==> src/rtl/hazard_arbiter_n.sv <==
// Stall/flush/redirect arbiter for an N-stage in-order pipeline.
// Also keeps a pending redirect, saturating stall/redirect counters and a stage-0 stall watchdog.
module hazard_arbiter_n #(
  parameter int NUM_STAGES = 5,
  parameter int NUM_REDIR  = 2,
  parameter int ADDR_W     = 32,
  parameter int CNT_W      = 16,
  parameter int WDOG_CYC   = 1024
) (
  input  logic                          clk,
  input  logic                          rst,
  input  logic [NUM_STAGES-1:0]         stall_req,
  input  logic [NUM_REDIR-1:0]          redir_valid,
  input  logic [NUM_REDIR*ADDR_W-1:0]   redir_pc,
  output logic [NUM_STAGES-1:0]         stall_o,
  output logic [NUM_STAGES-1:0]         flush_o,
  output logic                          load_pc_we,
  output logic [ADDR_W-1:0]             load_pc_new_pc,
  input  logic                          cnt_clear,
  output logic [NUM_STAGES*CNT_W-1:0]   stall_cnt,
  output logic [CNT_W-1:0]              redir_cnt,
  output logic                          deadlock_o
);

  localparam int RW   = (NUM_REDIR > 1) ? $clog2(NUM_REDIR) : 1;
  localparam int WD_W = $clog2(WDOG_CYC + 1);

  typedef enum logic {IDLE, PEND} pend_state_e;

  pend_state_e       state_q, state_d;
  logic [RW-1:0]     pend_r_q, pend_r_d;
  logic [ADDR_W-1:0] pend_pc_q, pend_pc_d;
  logic [CNT_W-1:0]  stall_cnt_q [NUM_STAGES];
  logic [CNT_W-1:0]  stall_cnt_d [NUM_STAGES];
  logic [CNT_W-1:0]  redir_cnt_q, redir_cnt_d;
  logic [WD_W-1:0]   wd_q, wd_d;
  logic              deadlock_q, deadlock_d;

  logic [NUM_STAGES:0] hold;
  logic                live_any, latch_any, use_live, use_pend, apply;
  logic [RW-1:0]       live_r, latch_r, apply_r;
  logic [ADDR_W-1:0]   live_pc, latch_pc, apply_pc;

  function automatic logic [CNT_W-1:0] sat_inc(input logic [CNT_W-1:0] v, input logic en);
    return (en && !(&v)) ? v + 1'b1 : v;
  endfunction

  always_comb begin
    hold = '0;
    for (int i = NUM_STAGES - 1; i >= 0; i--) hold[i] = stall_req[i] | hold[i+1];
  end

  // Ascending scan: the last hit is the highest (oldest) source.
  always_comb begin
    live_any  = 1'b0;
    live_r    = '0;
    live_pc   = '0;
    latch_any = 1'b0;
    latch_r   = '0;
    latch_pc  = '0;
    for (int r = 0; r < NUM_REDIR; r++) begin
      if (redir_valid[r] && !hold[r+1]) begin
        live_any = 1'b1;
        live_r   = RW'(r);
        live_pc  = redir_pc[r*ADDR_W +: ADDR_W];
      end
      if (redir_valid[r] && (state_q == IDLE || RW'(r) >= pend_r_q)) begin
        latch_any = 1'b1;
        latch_r   = RW'(r);
        latch_pc  = redir_pc[r*ADDR_W +: ADDR_W];
      end
    end
  end

  always_comb begin
    use_live = live_any && (state_q == IDLE || live_r >= pend_r_q);
    use_pend = !use_live && (state_q == PEND) && !hold[int'(pend_r_q) + 1];
    apply    = (use_live || use_pend) && !rst;
    apply_r  = use_live ? live_r : pend_r_q;
    apply_pc = use_live ? live_pc : pend_pc_q;

    state_d   = state_q;
    pend_r_d  = pend_r_q;
    pend_pc_d = pend_pc_q;
    // Anything valid that was neither applied nor on the wrong path is still held: keep it.
    if (use_live || use_pend) begin
      state_d = IDLE;
    end else if (latch_any) begin
      state_d   = PEND;
      pend_r_d  = latch_r;
      pend_pc_d = latch_pc;
    end
  end

  always_comb begin
    stall_o        = '0;
    flush_o        = '0;
    load_pc_we     = apply;
    load_pc_new_pc = apply ? apply_pc : '0;
    if (!rst) begin
      for (int i = 0; i < NUM_STAGES; i++) begin
        stall_o[i] = hold[i] & ~(apply && i <= int'(apply_r));
        flush_o[i] = (stall_req[i] & ~hold[i+1]) | (apply && i <= int'(apply_r));
      end
    end
  end

  always_comb begin
    for (int i = 0; i < NUM_STAGES; i++) begin
      stall_cnt_d[i] = cnt_clear ? '0 : sat_inc(stall_cnt_q[i], stall_o[i]);
      stall_cnt[i*CNT_W +: CNT_W] = stall_cnt_q[i];
    end
    redir_cnt_d = cnt_clear ? '0 : sat_inc(redir_cnt_q, load_pc_we);
    wd_d        = '0;
    if (hold[0]) wd_d = (wd_q == WD_W'(WDOG_CYC)) ? wd_q : wd_q + 1'b1;
    deadlock_d  = deadlock_q | (wd_d == WD_W'(WDOG_CYC));
    if (cnt_clear) begin
      wd_d       = '0;
      deadlock_d = 1'b0;
    end
    redir_cnt  = redir_cnt_q;
    deadlock_o = deadlock_q;
  end

  always_ff @(posedge clk) begin
    if (rst) begin
      state_q     <= IDLE;
      pend_r_q    <= '0;
      redir_cnt_q <= '0;
      wd_q        <= '0;
      deadlock_q  <= 1'b0;
      for (int i = 0; i < NUM_STAGES; i++) stall_cnt_q[i] <= '0;
    end else begin
      state_q     <= state_d;
      pend_r_q    <= pend_r_d;
      redir_cnt_q <= redir_cnt_d;
      wd_q        <= wd_d;
      deadlock_q  <= deadlock_d;
      for (int i = 0; i < NUM_STAGES; i++) stall_cnt_q[i] <= stall_cnt_d[i];
    end
  end

  always_ff @(posedge clk) begin
    pend_pc_q <= pend_pc_d;
  end

endmodule

==> config.mk <==
export PLATFORM = sky130hd
export DESIGN_NAME = hazard_arbiter_n
export DESIGN_NICKNAME = d
export VERILOG_FILES = /design/src/rtl/hazard_arbiter_n.sv
export SDC_FILE = /design/constraint.sdc
export NUM_CORES = 1
export LEC_CHECK = 0
export ABC_CLOCK_PERIOD_IN_PS = 3400
export CORE_ASPECT_RATIO = 1.25
export CORE_MARGIN = 3
export CORE_UTILIZATION = 50
export CTS_BUF_LIST = sky130_fd_sc_hd__clkbuf_2
export CTS_CLUSTER_DIAMETER = 40
export DETAILED_ROUTE_END_ITERATION = 12
export HOLD_SLACK_MARGIN = 0.08
export MAX_ROUTING_LAYER = met4
export PLACE_DENSITY_LB_ADDON = 0.05
export SETUP_SLACK_MARGIN = 0.2
export SLEW_MARGIN = 20
export SYNTH_ARGS = -nofsm -noshare
export SYNTH_HDL_FRONTEND = slang
export SYNTH_SLANG_ARGS = --single-unit
==> constraint.sdc <==
create_clock -name clk -period 3.4 [get_ports clk]
set_input_delay 0.51 -clock clk [delete_from_list [all_inputs] [get_ports clk]]
set_output_delay 0.51 -clock clk [all_outputs]
set_load 0.03 [all_outputs]
## Yosys cells after proc, flatten, opt, wreduce, memory -nomap -nowiden

Memory sizes are Yosys's and may differ from the RTL's.
Index checks and enable logic that the tools add are counted.

| word-level totals | value |
|---|---|
| flip-flop bits (word level) | 62 |
| RAM bits | 80 |
| input bits | 74 |
| output and inout bits | 140 |
| word-level logic and storage cells | 125 |
| memories kept | 1 |

| cells by class | value |
|---|---|
| $add $sub $neg | 8 |
| magnitude comparators | 5 |
| eq/ne operators | 2 |
| multiplexer cells | 38 |
| bitwise operators | 26 |
| reduce and logical (&&, ||, !) cells | 39 |

Memories:

| name | depth | bits a word | read ports | clocked after memory_dff | write ports | line | source |
|---|---|---|---|---|---|---|---|
| stall_cnt_q | 5 | 16 | 5 | 0 | 5 | 33 | `logic [CNT_W-1:0] stall_cnt_q [NUM_STAGES];` |

Operator list:

| operator | count |
|---|---|
| two-way mux 16 bit | 15 |
| two-way mux 32 bit | 6 |
| adder 16 x 1 -> 16 bit (second input constant) | 6 |
| AND reduction 16 bit | 6 |
| == test 11 bit (second input constant) | 2 |
| two-way mux 11 bit | 2 |
| logical AND 1 bit | 15 |
| two-way mux 1 bit | 12 |
| OR 1 bit | 12 |
| adder 11 x 1 -> 11 bit (second input constant) | 1 |
| logical NOT 1 bit | 11 |
| two-way mux 5 bit | 2 |
| inverter 1 bit | 8 |
| bitwise AND 1 bit | 6 |
| logical OR 1 bit | 4 |
| less-than comparator 2 x 4 -> 1 bit (second input constant) | 1 |
| OR reduction 2 bit | 2 |
| binary-select mux 1 bit (select 3 bit) | 1 |
| adder 1 x 1 -> 2 bit (second input constant) | 1 |
| greater-or-equal comparator 1 bit (first input constant) | 2 |
| AND reduction 2 bit | 1 |
| greater-or-equal comparator 1 bit | 1 |
| <= comparator 1 bit (first input constant) | 1 |

## Longest topological paths before layout

| depth | value |
|---|---|
| depth in word-level cells | 21 |
| depth in mapped cells | 9 |
| gate-level depth less buffers | 8 |

## Least setup slack after synthesis

OpenSTA, ideal clock, no wires.

| path | value |
|---|---|
| kind | input -> register |
| start point | in redir_valid[0] |
| end point | reg pend_pc_q[0], enable pin |
| setup time | 432 ps |
| data arrival time | 2625 ps |
| required time | 2968 ps |
| setup slack | 343 ps |
| stages on the path | 6 |
| buffers on the path | 1 |
| cell sequence | buf_2 nor2_1 nor2_1 nor2_1 nor2_1 a21oi_1 |

| on the way | value |
|---|---|
| longest elaborated chain between the ends | 10 |
| elaborated cells between the ends (all ways) | 13 |
| those cells by class | 4 x mux; 1 x bitwise; 8 x reduce/logical |

RTL lines:

| element | line | source |
|---|---|---|
| from (decl) | 13 | `input logic [NUM_REDIR-1:0] redir_valid,` |
| logical AND 1 bit | 62 | `if (redir_valid[r] && !hold[r+1]) begin` |
| two-way mux 1 bit (2 in series) | 62 |  |
| logical AND 1 bit | 76 | `use_live = live_any && (state_q == IDLE \|\| live_r >= pend_r_q);` |
| logical NOT 1 bit | 77 | `use_pend = !use_live && (state_q == PEND) && !hold[int'(pend_r_q) + 1];` |
| logical AND 1 bit (2 in series) | 77 |  |
| logical OR 1 bit | 86 | `if (use_live \|\| use_pend) begin` |
| inverter 1 bit (no line) | - |  |
| AND reduction 2 bit (no line) (*) | - |  |
| to (signal assigned) | 144 | `pend_pc_q <= pend_pc_d;` |
| to (decl) | 32 | `logic [ADDR_W-1:0] pend_pc_q, pend_pc_d;` |

Every way passes the cells marked *; elsewhere a longest branch is shown, timed or not.
A chain may end at the register's enable or synchronous reset.

## Final worst setup path

| path | value |
|---|---|
| start point | in redir_valid[0] |
| end point | out load_pc_new_pc[1] |

| on the way | value |
|---|---|
| longest elaborated chain between the ends | 10 |
| elaborated cells between the ends (all ways) | 13 |
| those cells by class | 6 x mux; 7 x reduce/logical |

RTL lines:

| element | line | source |
|---|---|---|
| logical AND 1 bit (*) | 62 |  |
| two-way mux 1 bit (2 in series) | 62 |  |
| logical AND 1 bit | 76 |  |
| logical NOT 1 bit | 77 |  |
| logical AND 1 bit (2 in series) | 77 |  |
| logical OR 1 bit | 78 | `apply = (use_live \|\| use_pend) && !rst;` |
| logical AND 1 bit | 78 |  |
| two-way mux 32 bit (*) | 99 | `load_pc_new_pc = apply ? apply_pc : '0;` |
| to (decl) | 18 | `output logic [ADDR_W-1:0] load_pc_new_pc,` |

Marked as above.

==> flow_metrics.env <==
export IMPL_worst_r2r_setup_slack_ns=0.91
export IMPL_wirelength_um=22400
export IMPL_path_cells="clkdlybuf4s50_1 > a21bo_4 > or3_4 > clkbuf_16 > nand2_1 > a21oi_1 > a221oi_1 > nor2_1 > buf_4"
export IMPL_slowest_stage="clkdlybuf4s50_1"
export IMPL_die_h_um=143
export IMPL_slew_headroom_pct=50.3
export IMPL_ys_async_sr_fraction_pct=0
export IMPL_synth_edf_count=32
export IMPL_dp_hpwl_um=14600
export IMPL_rr_startpoint="redir_cnt[0]$_SDFFE_PP0P_"
export IMPL_rr_worst_depth=8
export IMPL_cts_max_path_buffers=2
export IMPL_dp_cells=1258
export IMPL_p_sw_mw=0.876
export IMPL_finalHoldViolations=0
export IMPL_synth_ff_type="dfxtp_1"
export IMPL_grt_max_degree=79
export IMPL_first_pass_iters=5
export IMPL_critPathMaxStageDelay_ns=0.58
export IMPL_min_period_ns=3.22
export IMPL_yosys_register_bits=142
export IMPL_hold_buffers=0
export IMPL_cts_clk_slew_worst_paths_ns=0.19
export IMPL_gp_congestion=0.857
export IMPL_syn_area_per_cell_um2=8.35
export IMPL_max_vdd_ir_drop_uv=255
export IMPL_power_density_nw_per_um2=309
export IMPL_finalPower_mw=3.21
export IMPL_syn_nets=978
export IMPL_rsz0062_at_grt="yes"
export IMPL_grt_usage_pct=26.2
export IMPL_std_cell_rows=49
export IMPL_finalCritPeriodShare_pct=94.6
export IMPL_hp_start="redir_valid[1]"
export IMPL_drt_initial_drc_count=510
export IMPL_seq_area_um2=3170
export IMPL_status="completed"
export IMPL_setup_slack_ns=0.183
export IMPL_vias=7613
export IMPL_dpl_worst_slack_ns=0.0843
export IMPL_die_w_um=115
export IMPL_clockPowerShare_pct=28.8
export IMPL_cts_tree="yes"
export IMPL_critPathKind="in2out"
export IMPL_switching_share_pct=27.3
export IMPL_final_layout_size_suffix_gt1_share_pct=13.5
export IMPL_worst_hold_path_endpoint="state_q$_SDFFE_PP0N_"
export IMPL_h_tree_depth=4
export IMPL_arrival_ns=2.71
export IMPL_maxSlewViolCount=0
export IMPL_cts_buffers=17
export IMPL_portBuffers=213
export IMPL_synth_top_area_share_pct=29.4
export IMPL_p_seq_share_pct=56.6
export IMPL_fmax_ghz=0.311
export IMPL_yosysUniqueCellTypes=59
export IMPL_setup_worst_path_end_class="output pin"
export IMPL_reg2reg_to="redir_cnt[5]$_SDFFE_PP0P_"
export IMPL_whs_path_depth=3
export IMPL_via_per_inst=5.82
export IMPL_yosysWarnings=0
export IMPL_crit_buf_inv=3
export IMPL_busiest_layer="met2"
export IMPL_setup_tns_ns=0
export IMPL_yosysSeqAreaShare_pct=42.3
export IMPL_synth_area_leaders="dfxtp_1 (29%), edfxtp_1 (13%), nor2_1 (7.4%)"
export IMPL_multi_input_area_um2=4250
export IMPL_syn_area_um2=7480
export IMPL_dieArea_um2=16500
export IMPL_cp_max_fo=8
export IMPL_skew_ns=0.0274
export IMPL_maxCapViolations=0
export IMPL_cts_sinks=142
export IMPL_ant_nets=0
export IMPL_synth_top_area_cell="dfxtp_1"
export IMPL_coreArea_um2=14500
export IMPL_cp_top_family="buffers and inverters"
export IMPL_syn_inst=896
export IMPL_met2_usage_pct=40.9
export IMPL_p_int_mw=2.34
export IMPL_p_leak_nw=3.63
export IMPL_wl_per_cell_um=17.1
export IMPL_fin_nets=1199
export IMPL_final_cells=1307
export IMPL_fill_cells=1244
export IMPL_grt_overflow_total=0
export IMPL_start_kind="primary input"
export IMPL_grt_pass1_vias=6835
export IMPL_combinationalPowerShare_pct=14.6
export IMPL_drcViolationCount=0
export IMPL_finalCoreUtilization_pct=71.6
export IMPL_setup_viol=0
export IMPL_clk_latency_ns=0.71
export IMPL_ios=214
export IMPL_grt_met3_usage_pct=6.40
export IMPL_grt_antenna_before_repair=1
export IMPL_cts_root_buf="clkbuf_2"
export IMPL_worstMarginPinSlew_ns=0.739
export IMPL_start_util_pct=51.5
export IMPL_required_ns=2.89
export IMPL_min_path_type="in2reg"
export IMPL_grt_pass1_wl_um=34000
export IMPL_syn_to_final_growth_pct=39.0
export IMPL_grtUsageMet1_pct=33.6
registers in the layout (all words and copies together), names as in the netlist:
register	cells
deadlock_o	1
pend_r_q	1
wd_q	11
stall_cnt_q	80
state_q	1
pend_pc_q	32
redir_cnt	16
cell type report:
type / count / share of cell area (%)
clock buffers: 18 / 0.866
repair buffers: 251 / 23.8
well taps: 178 / 2.14
diodes: 1 / 0.0241
multi-input cells: 687 / 40.9
flip-flops and latches: 142 / 30.5
clock inverters: 12 / 1.17
inverters: 18 / 0.649
per-layer routing:
layer	routed length, um	vias to the layer above
met3	1690	37
met4	408	0
li1	-	3683
met2	10700	290
met1	9550	3603
met5	0	-
repair_timing:
action,4_1_cts,5_1_grt
gates resized for setup,7,37
setup buffers,1,11
endpoints found under the setup margin,32,32
gates cloned,1,4
pin swaps,2,9
cell usage after synthesis, drive strengths merged, types with 24 or more instances:
| library cell | count |
|---|---|
| nand3 | 39 |
| nand4 | 29 |
| dfxtp | 110 |
| edfxtp | 32 |
| a221oi | 24 |
| nand2 | 103 |
| or3 | 26 |
| a21oi | 56 |
| a22o | 33 |
| xnor2 | 41 |
| nor2 | 149 |
| xor2 | 31 |
| clkbuf | 41 |
cell usage in the layout, fill, tap and decap left out, types with 3 or more instances in the layout:
| master | netlist | routed |
|---|---|---|
| nand4_1 | 29 | 29 |
| buf_4 | 1 | 63 |
| a311oi_1 | 9 | 8 |
| nor2b_1 | 3 | 3 |
| and4_1 | 6 | 6 |
| o21ai_0 | 21 | 21 |
| o211ai_1 | 5 | 5 |
| xnor2_1 | 40 | 40 |
| nor2_1 | 148 | 147 |
| clkbuf_2 | 0 | 18 |
| nor4b_1 | 3 | 3 |
| a221oi_2 | 0 | 19 |
| nor4_1 | 6 | 6 |
| clkbuf_16 | 0 | 4 |
| a22o_1 | 33 | 33 |
| inv_1 | 18 | 18 |
| nor3_1 | 22 | 21 |
| and3_1 | 11 | 11 |
| o31ai_1 | 5 | 5 |
| or4_1 | 11 | 11 |
| a21oi_1 | 56 | 47 |
| a21oi_2 | 0 | 8 |
| edfxtp_1 | 32 | 32 |
| dfxtp_1 | 110 | 108 |
| a221oi_1 | 24 | 5 |
| or3_1 | 26 | 24 |
| ha_1 | 8 | 8 |
| mux2i_1 | 5 | 5 |
| buf_12 | 0 | 5 |
| nand3b_1 | 4 | 4 |
| nand2b_1 | 4 | 4 |
| xor2_1 | 31 | 31 |
| clkinv_2 | 0 | 5 |
| clkdlybuf4s50_1 | 0 | 175 |
| nand2_1 | 103 | 101 |
| nand3_1 | 39 | 39 |
worst max path at each step:
stage                                        end  slack (ns)  cells after the start             startpoint
final                          load_pc_new_pc[1]        0.18                      9         redir_valid[0]
after global routing           load_pc_new_pc[1]        0.08                      8  pend_r_q$_SDFFE_PP0P_
after CTS                      load_pc_new_pc[5]        0.20                      9           stall_req[3]
after detailed placement       load_pc_new_pc[0]        0.08                     10           stall_req[3]
after global placement         load_pc_new_pc[0]        0.13                     10           stall_req[3]
after floorplan           pend_pc_q[0]$_DFFE_PP_        0.34                      6         redir_valid[0]
tightest hold or removal path, stage by stage:
cell	delay, ns
buf_2	0.11
inv_1	0.18
a211oi_1	0.11
kinds of logic (layout without fill, tap and decap cells):
kind of cell,Yosys count,after routing,synth area share [%]
other cells,0,1,0
mux,5,5,0.669
buf+inv,67,299,3.68
xor+xnor,72,72,8.53
compound gates,172,172,16.0
flops,142,142,42.3
simple gates,430,430,27.6
fa+ha+maj,8,8,1.34
power by group through the flow:
stage               clock network, mW  logic (mW)  registers, mW
floorplan                           0       0.219           1.85
global placement                    0       0.411           1.84
detailed placement                  0       0.413           1.84
CTS                             0.954       0.423           1.81
global route                     1.02       0.506           1.82
finish                          0.925       0.470           1.82
metrics by stage:
stage	hold slack, ns	cell area (um2)
3_5_place_dp	0.501	9750
6_report	0.227	10400
5_1_grt	0.184	10400
3_3_place_gp	0.488	9750
2_1_floorplan	0.494	7480
4_1_cts	0.166	10000
No activity file was read; power rests on OpenSTA's default activity.
